### src/rtl/traffic_light_monitor.sv
// Safety monitor for the red/yellow/green lamp interface.
// Tracks phase and dwell, flags one-hot/order/duration faults, counts cycles.
//
// Ports:
//   clk, reset (sync, active-low)
//   red, yellow, green : lamp lines, sampled every rising edge
//   clr_err            : clears err_sticky (a new error in the same cycle wins)
//   phase              : 0=NONE 1=GREEN 2=YELLOW 3=RED
//   dwell              : consecutive samples of current lamp (saturating)
//   err_onehot/seq/dur : one-cycle error pulses
//   err_sticky         : OR of all error pulses since the last clear
//   cycle_cnt          : legal R->G transitions (wrapping)
module traffic_light_monitor #(
   parameter int CNT_W = 8,
   parameter int CYC_W = 16,
   parameter int G_MIN = 4,
   parameter int G_MAX = 8,
   parameter int Y_MIN = 2,
   parameter int Y_MAX = 3,
   parameter int R_MIN = 4,
   parameter int R_MAX = 8
) (
   input  logic             clk,
   input  logic             reset,
   input  logic             red,
   input  logic             yellow,
   input  logic             green,
   input  logic             clr_err,
   output logic [1:0]       phase,
   output logic [CNT_W-1:0] dwell,
   output logic             err_onehot,
   output logic             err_seq,
   output logic             err_dur,
   output logic             err_sticky,
   output logic [CYC_W-1:0] cycle_cnt
);

   typedef enum logic [1:0] {
      PH_NONE   = 2'd0,
      PH_GREEN  = 2'd1,
      PH_YELLOW = 2'd2,
      PH_RED    = 2'd3
   } phase_e;

   localparam logic [CNT_W-1:0] DWELL_SAT = '1;

   phase_e           phase_q, phase_d;
   logic [CNT_W-1:0] dwell_q, dwell_d;
   logic             first_q, first_d;
   logic             err_onehot_q, err_onehot_d;
   logic             err_seq_q, err_seq_d;
   logic             err_dur_q, err_dur_d;
   logic             err_sticky_q, err_sticky_d;
   logic [CYC_W-1:0] cycle_cnt_q, cycle_cnt_d;

   logic             onehot;
   phase_e           lamp;
   phase_e           succ;
   logic [CNT_W-1:0] dmin;
   logic [CNT_W-1:0] dmax;

   // Decode the sampled lamp pattern.
   always_comb begin
      onehot = ({red, yellow, green} == 3'b100) ||
               ({red, yellow, green} == 3'b010) ||
               ({red, yellow, green} == 3'b001);
      lamp = PH_NONE;
      if (onehot) begin
         unique case (1'b1)
            green:  lamp = PH_GREEN;
            yellow: lamp = PH_YELLOW;
            red:    lamp = PH_RED;
         endcase
      end
   end

   // Legal successor and dwell bounds of the phase being occupied.
   always_comb begin
      succ = PH_NONE;
      dmin = '0;
      dmax = '0;
      case (phase_q)
         PH_GREEN: begin
            succ = PH_YELLOW;
            dmin = CNT_W'(G_MIN);
            dmax = CNT_W'(G_MAX);
         end
         PH_YELLOW: begin
            succ = PH_RED;
            dmin = CNT_W'(Y_MIN);
            dmax = CNT_W'(Y_MAX);
         end
         PH_RED: begin
            succ = PH_GREEN;
            dmin = CNT_W'(R_MIN);
            dmax = CNT_W'(R_MAX);
         end
         default: begin
            succ = PH_NONE;
            dmin = '0;
            dmax = '0;
         end
      endcase
   end

   always_comb begin
      phase_d      = phase_q;
      dwell_d      = dwell_q;
      first_d      = first_q;
      err_onehot_d = 1'b0;
      err_seq_d    = 1'b0;
      err_dur_d    = 1'b0;
      cycle_cnt_d  = cycle_cnt_q;

      if (!onehot) begin
         err_onehot_d = 1'b1;
         phase_d      = PH_NONE;
         dwell_d      = '0;
         first_d      = 1'b1;
      end else if (phase_q == PH_NONE) begin
         // Resync: join mid-phase without judging it.
         phase_d = lamp;
         dwell_d = CNT_W'(1);
         first_d = 1'b1;
      end else if (lamp == phase_q) begin
         if (dwell_q != DWELL_SAT) begin
            dwell_d = dwell_q + CNT_W'(1);
         end
         // Dwell passes MAX exactly once per occupancy since MAX < saturation.
         if (dwell_q == dmax) begin
            err_dur_d = 1'b1;
         end
      end else if (lamp == succ) begin
         // A timed-out phase has dwell > MAX >= MIN, so no second pulse here.
         err_dur_d = (dwell_q < dmin) && !first_q;
         phase_d   = lamp;
         dwell_d   = CNT_W'(1);
         first_d   = 1'b0;
         if (phase_q == PH_RED) begin
            cycle_cnt_d = cycle_cnt_q + CYC_W'(1);
         end
      end else begin
         err_seq_d = 1'b1;
         phase_d   = lamp;
         dwell_d   = CNT_W'(1);
         first_d   = 1'b1;
      end

      err_sticky_d = (err_sticky_q && !clr_err) ||
                     err_onehot_d || err_seq_d || err_dur_d;
   end

   always_ff @(posedge clk) begin
      if (!reset) begin
         phase_q      <= PH_NONE;
         dwell_q      <= '0;
         first_q      <= 1'b1;
         err_onehot_q <= 1'b0;
         err_seq_q    <= 1'b0;
         err_dur_q    <= 1'b0;
         err_sticky_q <= 1'b0;
         cycle_cnt_q  <= '0;
      end else begin
         phase_q      <= phase_d;
         dwell_q      <= dwell_d;
         first_q      <= first_d;
         err_onehot_q <= err_onehot_d;
         err_seq_q    <= err_seq_d;
         err_dur_q    <= err_dur_d;
         err_sticky_q <= err_sticky_d;
         cycle_cnt_q  <= cycle_cnt_d;
      end
   end

   assign phase      = phase_q;
   assign dwell      = dwell_q;
   assign err_onehot = err_onehot_q;
   assign err_seq    = err_seq_q;
   assign err_dur    = err_dur_q;
   assign err_sticky = err_sticky_q;
   assign cycle_cnt  = cycle_cnt_q;

endmodule

### config.mk
export PLATFORM = sky130hd
export DESIGN_NAME = traffic_light_monitor
export DESIGN_NICKNAME = d
export VERILOG_FILES = /design/src/rtl/traffic_light_monitor.sv
export SDC_FILE = /design/constraint.sdc
export NUM_CORES = 1
export LEC_CHECK = 0
export CORE_MARGIN = 5
export CORE_UTILIZATION = 30
export DETAILED_ROUTE_END_ITERATION = 12
export PLACE_DENSITY_LB_ADDON = 0.2
export REMOVE_ABC_BUFFERS = 1
export SYNTH_ARGS = -nofsm -noshare
export SYNTH_HDL_FRONTEND = slang
export SYNTH_SLANG_ARGS = --single-unit
### constraint.sdc
create_clock -name clk -period 5.8 [get_ports clk]
set_clock_uncertainty 0.1 [all_clocks]
set_input_delay 1.16 -clock clk [delete_from_list [all_inputs] [get_ports clk]]
set_output_delay 1.16 -clock clk [all_outputs]
set_load 0.02 [all_outputs]
==> flow_metrics.py, run 1 <==
metrics = {
    "routing": {
        "ant_nets": 0,
        "num_vias": 1695,
        "first_pass_iters": 4,
        "drt_wl_total_um": 4420,
        "drt-vias-per-instance": 5.38,
        "post_drt_wl_per_cell_um": 14.0,
        "drcViolationCount": 0,
        "drt_iter0_markers": 120,
    },
    "layout": {
        "fin_area_um2": 2310,
        "multi_input_area_um2": 1120,
        "area_delta_synth_final_pct": 25.7,
        "n_antenna_cell": 0,
        "nFillCells": 639,
        "final_nets": 254,
        "final_cell_mix": "35 x clkdlybuf4s50_1, 31 x dfxtp_1, 14 x nor2_1, 13 x a21oi_1, 11 x or4_1",
        "drive_above_1_share_pct": 5.42,
        "regArea_um2": 621,
        "final_common_cell": "clkdlybuf4s50_1",
    },
    "worst_hold_path": {
        "hold_class": "flip-flop to flip-flop",
        "holdCritStartpoint": "first_q",
        "hold-path-cell-count": 2,
        "whs_endpoint": "first_q",
    },
    "placement": {
        "place_congestion": 0.731,
        "port_buffers": 35,
        "dpl_cell_area_um2": 2210,
        "dp_hpwl_um": 3060,
    },
    "setup_path": {
        "rr_worst_depth": 7,
        "cp-end-kind": "flip-flop",
        "worst-endpoint-arrival_ps": 3860,
        "ff2ff_setup_slack_ps": 2930,
        "cp-start-kind": "primary input",
        "critPathKind": "primary input to flip-flop",
        "rr_startpoint": "phase[0]",
        "rr_endpoint": "err_sticky",
        "crit_required_ps": 5910,
        "critPathMaxFanout": 32,
    },
    "synth": {
        "synth-main-ff-cell": "dfxtp_1",
        "synth_largest_area_cell": "dfxtp_1",
        "ys_async_sr_fraction_pct": 0,
        "yosys_warnings": 0,
        "ys_types": 47,
        "synth_area_um2": 1840,
        "synth_top_area_share_pct": 33.8,
        "synth.top_cells.by_area": "dfxtp_1 34%, ha_1 6.1%, or4_1 4.5%, o31ai_1 3.7%, a21oi_1 3.5%",
        "ys_seq_area_share_pct": 33.8,
        "synth-edff-count": 0,
        "synth_cells": 212,
        "avgSynthCellArea_um2": 8.66,
        "synth-seq-cells": 31,
    },
    "sta": {
        "finalCriticalPeriod_ps": 3750,
        "rsz0062_at_grt": "no",
        "worst_pin_slew_ps": 1250,
        "hold_viol": 0,
        "setup_violations": 0,
        "max_freq_mhz": 267,
        "relSlewSlack_pct": 16.3,
        "slew_violations": 0,
        "fin_crit_sh_pct": 64.7,
        "setup_tns_ps": 0,
    },
    "floorplan": {
        "die_y_um": 88.2,
        "dieWidth_um": 88.2,
        "initial_utilization_pct": 31.0,
        "ios": 36,
        "fp-row-count": 28,
        "core-area_um2": 5920,
        "die_area_um2": 7790,
    },
    "job": {
        "max-cap-violations": 0,
    },
    "global_route": {
        "antenna_found_initial": 0,
        "grt_overflow_total": 0,
        "grt_max_degree": 34,
        "grt_first_pass_wirelength_um": 7440,
        "grt_pass1_vias": 1529,
        "grtUsageTotal_pct": 12.0,
    },
    "cts": {
        "clk-insertion-delay-late_ps": 290,
        "htreeDepth": 2,
        "cts_tree": "done",
        "cts_resized": 0,
        "cts_buffers": 5,
        "clockBufferDepth": 2,
        "cts_setup_buffers": 0,
        "root_buffer": "clkbuf_8",
        "cts_num_sinks": 31,
        "cts_hold_buf": 0,
        "clk_pin_slew_worst_paths_ps": 70,
    },
    "pwr": {
        "power_density_nw_per_um2": 207,
        "p_total_mw": 0.478,
        "leakage_nw": 0.744,
        "vdd_ir_drop_max_mv": 0.0854,
    },
    "status": {
        "status": "complete, no violations",
    },
}
synth_stat cells (2+ instances only):
library cell	instances
dfxtp_1	31
nor2_1	14
a21oi_1	13
or4_1	11
nand3_1	10
nand4_1	10
ha_1	9
nand2_1	9
nand2b_1	9
o31ai_1	9
inv_1	7
buf_2	6
clkbuf_1	6
nor3_1	6
o21ai_0	6
and3_1	5
o311ai_1	4
o41ai_1	4
and4_1	3
mux2i_1	3
nor4_1	3
xnor2_1	3
xor2_1	3
buf_6	2
nand4b_1	2
o21a_1	2
o21bai_1	2
layout make-up:
type / count / area share [%]
Multi-Input combinational cell: 159 / 48.4
Sequential cell: 31 / 26.9
Timing Repair Buffer: 35 / 15.2
Clock buffer: 8 / 4.33
Tap cell: 75 / 4.06
Inverter: 7 / 1.14
report_power, final:
part	internal [mW]	switching, mW	total (mW)
sequential	0.216	0.00353	0.220
clock	0.108	0.0808	0.189
combinational	0.0245	0.0449	0.0694
kinds of logic after synthesis:
logic type,synth area share [%]
AOI/OAI and AO/OA,19.8
and+or+nand+nor,29.5
buffers and inverters,5.72
xor gates and xnor gates,2.86
adders and majority gates,6.74
muxes,1.63
DFF,33.8
critical path: stages:
cell and delay [ps]:
clkdlybuf4s50_1 630, maj3_2 430, a21o_1 200, a211o_1 660
or4_1 640, a21oi_1 150
sequential cells by signal, indices dropped and copies added, names as in the netlist:
name and flops:
cycle_cnt 16, dwell 8, err_dur 1, err_onehot 1, err_seq 1, err_sticky 1, first_q 1, phase 2
metal layers:
layer	share of wire, %	vias up	GRT usage (%)
li1	-	863	-
met1	49	789	16.8
met2	44	36	17.7
met3	5.2	7	2.89
met4	1.5	0	4.95
met5	0	-	0
through the flow:
step / cells / setup WS (ps) / util, % / hold WS (ps)
2_1_floorplan: 197 / 2600 / - / 335
3_3_place_gp: 307 / 1810 / 37.3 / 361
3_5_place_dp: 307 / 1770 / 37.3 / 370
4_1_cts: 315 / 2060 / 39.0 / 388
5_1_grt: 315 / 1830 / 39.0 / 425
6_report: 315 / 2050 / 39.0 / 384
how the worst max path moves through the flow:
stage	startpoint	to	slack [ps]	cells after the start
6_report	red	cycle_cnt[6]	2050	6
2_1_floorplan	green	err_sticky	2600	5
3_5_place_dp	yellow	err_sticky	1770	6
4_1_cts	red	err_sticky	2060	6
5_1_grt	red	err_sticky	1830	6
3_3_place_gp	red	cycle_cnt[12]	1810	6
(Power assumes the default switching activity.)
==> inputs of run 2 (changes only) <==
Clock period 5.8 ns to 3 ns, I/O delays scaled along.
==> run 2 against run 1 <==
  * Clock-buffer cell count fell by 2
  * Non-clock buffer count rose by 13
  * Clock power rose by 77%
  * Critical path depth rose by 1
==> flow_metrics.py, run 2 (same netlist as run 1, synthesis figures left out) <==
metrics = {
    "setup_path": {
        "ff2ff_setup_slack_ps": 330,
        "rr_endpoint": "cycle_cnt[6]",
        "crit_chain": "clkdlybuf4s50_1 > maj3_2 > a21o_1 > a211o_1 > buf_12 > or4_1 > a21oi_1",
        "worst-endpoint-arrival_ps": 2810,
        "rr_worst_depth": 8,
        "crit_required_ps": 3110,
        "rr_startpoint": "phase[0]",
        "crit_path_max_incr_delay_ps": 500,
        "critPathKind": "primary input to flip-flop",
        "critPathMaxFanout": 32,
        "cp-end-kind": "flip-flop",
        "cp-start-kind": "primary input",
        "cp_slowest_cell": "clkdlybuf4s50_1",
        "worstSetupStartpoint": "red",
    },
    "job": {
        "max-cap-violations": 0,
    },
    "routing": {
        "first_pass_iters": 4,
        "drt-vias-per-instance": 5.19,
        "num_vias": 1697,
        "drt_wl_total_um": 4410,
        "route.met2.wl_um": 1950,
        "routed-wl-met3_um": 289,
        "post_drt_wl_per_cell_um": 13.5,
        "drt_iter0_markers": 100,
        "m1WireLength_um": 2120,
        "highest_layer": "met4",
        "drcViolationCount": 0,
        "ant_nets": 0,
    },
    "sta": {
        "relSlewSlack_pct": 69.3,
        "worst_pin_slew_ps": 460,
        "finalCriticalPeriod_ps": 2700,
        "fin_crit_sh_pct": 90.2,
        "setup_violations": 0,
        "max_freq_mhz": 370,
        "setup_tns_ps": 0,
        "rsz0062_at_grt": "no",
        "slew_violations": 0,
        "setup_ws_ps": 295,
        "hold_viol": 0,
    },
    "cts": {
        "root_buffer": "clkbuf_8",
        "cts_num_sinks": 31,
        "clockBufferDepth": 2,
        "clk_pin_slew_worst_paths_ps": 60,
        "cts_tree": "done",
        "htreeDepth": 2,
        "cts_setup_buffers": 0,
        "cts_resized": 0,
        "cts_hold_buf": 0,
        "clk-insertion-delay-late_ps": 280,
        "cts_buffers": 5,
    },
    "global_route": {
        "grt_overflow_total": 0,
        "grt_max_degree": 33,
        "grtUsageTotal_pct": 12.5,
        "antenna_found_initial": 0,
        "grt_first_pass_wirelength_um": 7680,
        "grt_pass1_vias": 1573,
    },
    "placement": {
        "dpl_cell_area_um2": 2330,
        "place_congestion": 0.773,
        "port_buffers": 35,
        "dp_hpwl_um": 3220,
        "dp_cells": 320,
        "pre_cts_slack_ps": 4.92,
    },
    "pwr": {
        "switching_power_mw": 0.253,
        "power_density_nw_per_um2": 382,
        "internal_power_mw": 0.671,
        "p_seq_share_pct": 46.0,
        "pwr-share-comb_pct": 17.7,
        "vdd_ir_drop_max_mv": 0.174,
        "leakage_nw": 0.812,
        "switching_share_pct": 27.4,
        "power_frac_clock_pct": 36.3,
    },
    "status": {
        "status": "complete, no violations",
    },
    "layout": {
        "largest_register_ffs": 16,
        "drive_above_1_share_pct": 10.3,
        "fin_area_um2": 2420,
        "final_cell_count_no_fill": 327,
        "area_delta_synth_final_pct": 31.7,
        "final_cell_mix": "35 x clkdlybuf4s50_1, 31 x dfxtp_1, 14 x nor2_1, 13 x a21oi_1",
        "utilization_pct": 40.9,
        "n_antenna_cell": 0,
        "final_common_cell": "clkdlybuf4s50_1",
        "final_nets": 267,
    },
    "floorplan": {
        "die_y_um": 88.2,
        "die_area_um2": 7790,
        "dieWidth_um": 88.2,
        "ios": 36,
        "fp-row-count": 28,
        "core-area_um2": 5920,
        "initial_utilization_pct": 31.0,
    },
    "worst_hold_path": {
        "holdCritStartpoint": "first_q",
        "hold-path-cell-count": 2,
        "hold_class": "flip-flop to flip-flop",
        "whs_endpoint": "first_q",
    },
}
-- run 2: changes by cell type in the layout (fill, tap and decap cells not counted), sizes merged --
cell / before / now
buf: 0 / 13
clkbuf: 8 / 6
clkinv: 0 / 1
-- run 2: cell type report --
type                            instances  area (µm²)
Clock inverter                          1        5.00
Inverter                                7        26.3
Tap cell                               75        93.8
Fill cell                             611        3500
Multi-Input combinational cell        159        1120
Sequential cell                        31         621
Clock buffer                            6        82.6
Timing Repair Buffer                   48         473
-- run 2: worst max path at each step --
stage                         end  slack (ps)  depth (start not counted)
floorplan              err_sticky         160                          7
global placement       err_sticky          70                          6
detailed placement  cycle_cnt[10]           5                          7
CTS                 cycle_cnt[10]         300                          8
global route        cycle_cnt[13]         110                          9
finish               cycle_cnt[6]         300                          7
-- run 2: metal layers --
layer / global-route usage, % / up-vias
met3: 3.63 / 4
met5: 0 / -
met1: 17.1 / 771
li1: - / 884
met4: 3.71 / 0
met2: 19.0 / 38
-- run 2: critical path: cells and delay by family --
| kind | cells | cell delay (ps) |
|---|---|---|
| buffers and inverters | 2 | 670 |
| AO/OA/AOI/OAI | 3 | 660 |
| AND/OR/NAND/NOR | 1 | 500 |
| adder cells (fa/ha/maj) | 1 | 360 |
-- run 2: power by group through the flow --
stage	combinational (mW)	clock (mW)	sequential (mW)
4_1_cts	0.165	0.349	0.424
2_1_floorplan	0.0745	0	0.440
3_3_place_gp	0.163	0	0.434
5_1_grt	0.181	0.369	0.425
6_report	0.164	0.335	0.424
3_5_place_dp	0.165	0	0.434
-- run 2: stage by stage --
stage / power [mW] / hold WS, ps
6_report: 0.924 / 384
5_1_grt: 0.976 / 405
4_1_cts: 0.939 / 387
3_5_place_dp: 0.599 / 369
3_3_place_gp: 0.597 / 360
2_1_floorplan: 0.515 / 335
==> inputs of run 3 (changes only) <==
Settings changed: CTS_CLUSTER_DIAMETER from default to 50.
==> results of run 3 <==
Final layout, timing and power as in run 2 (identical DEF).
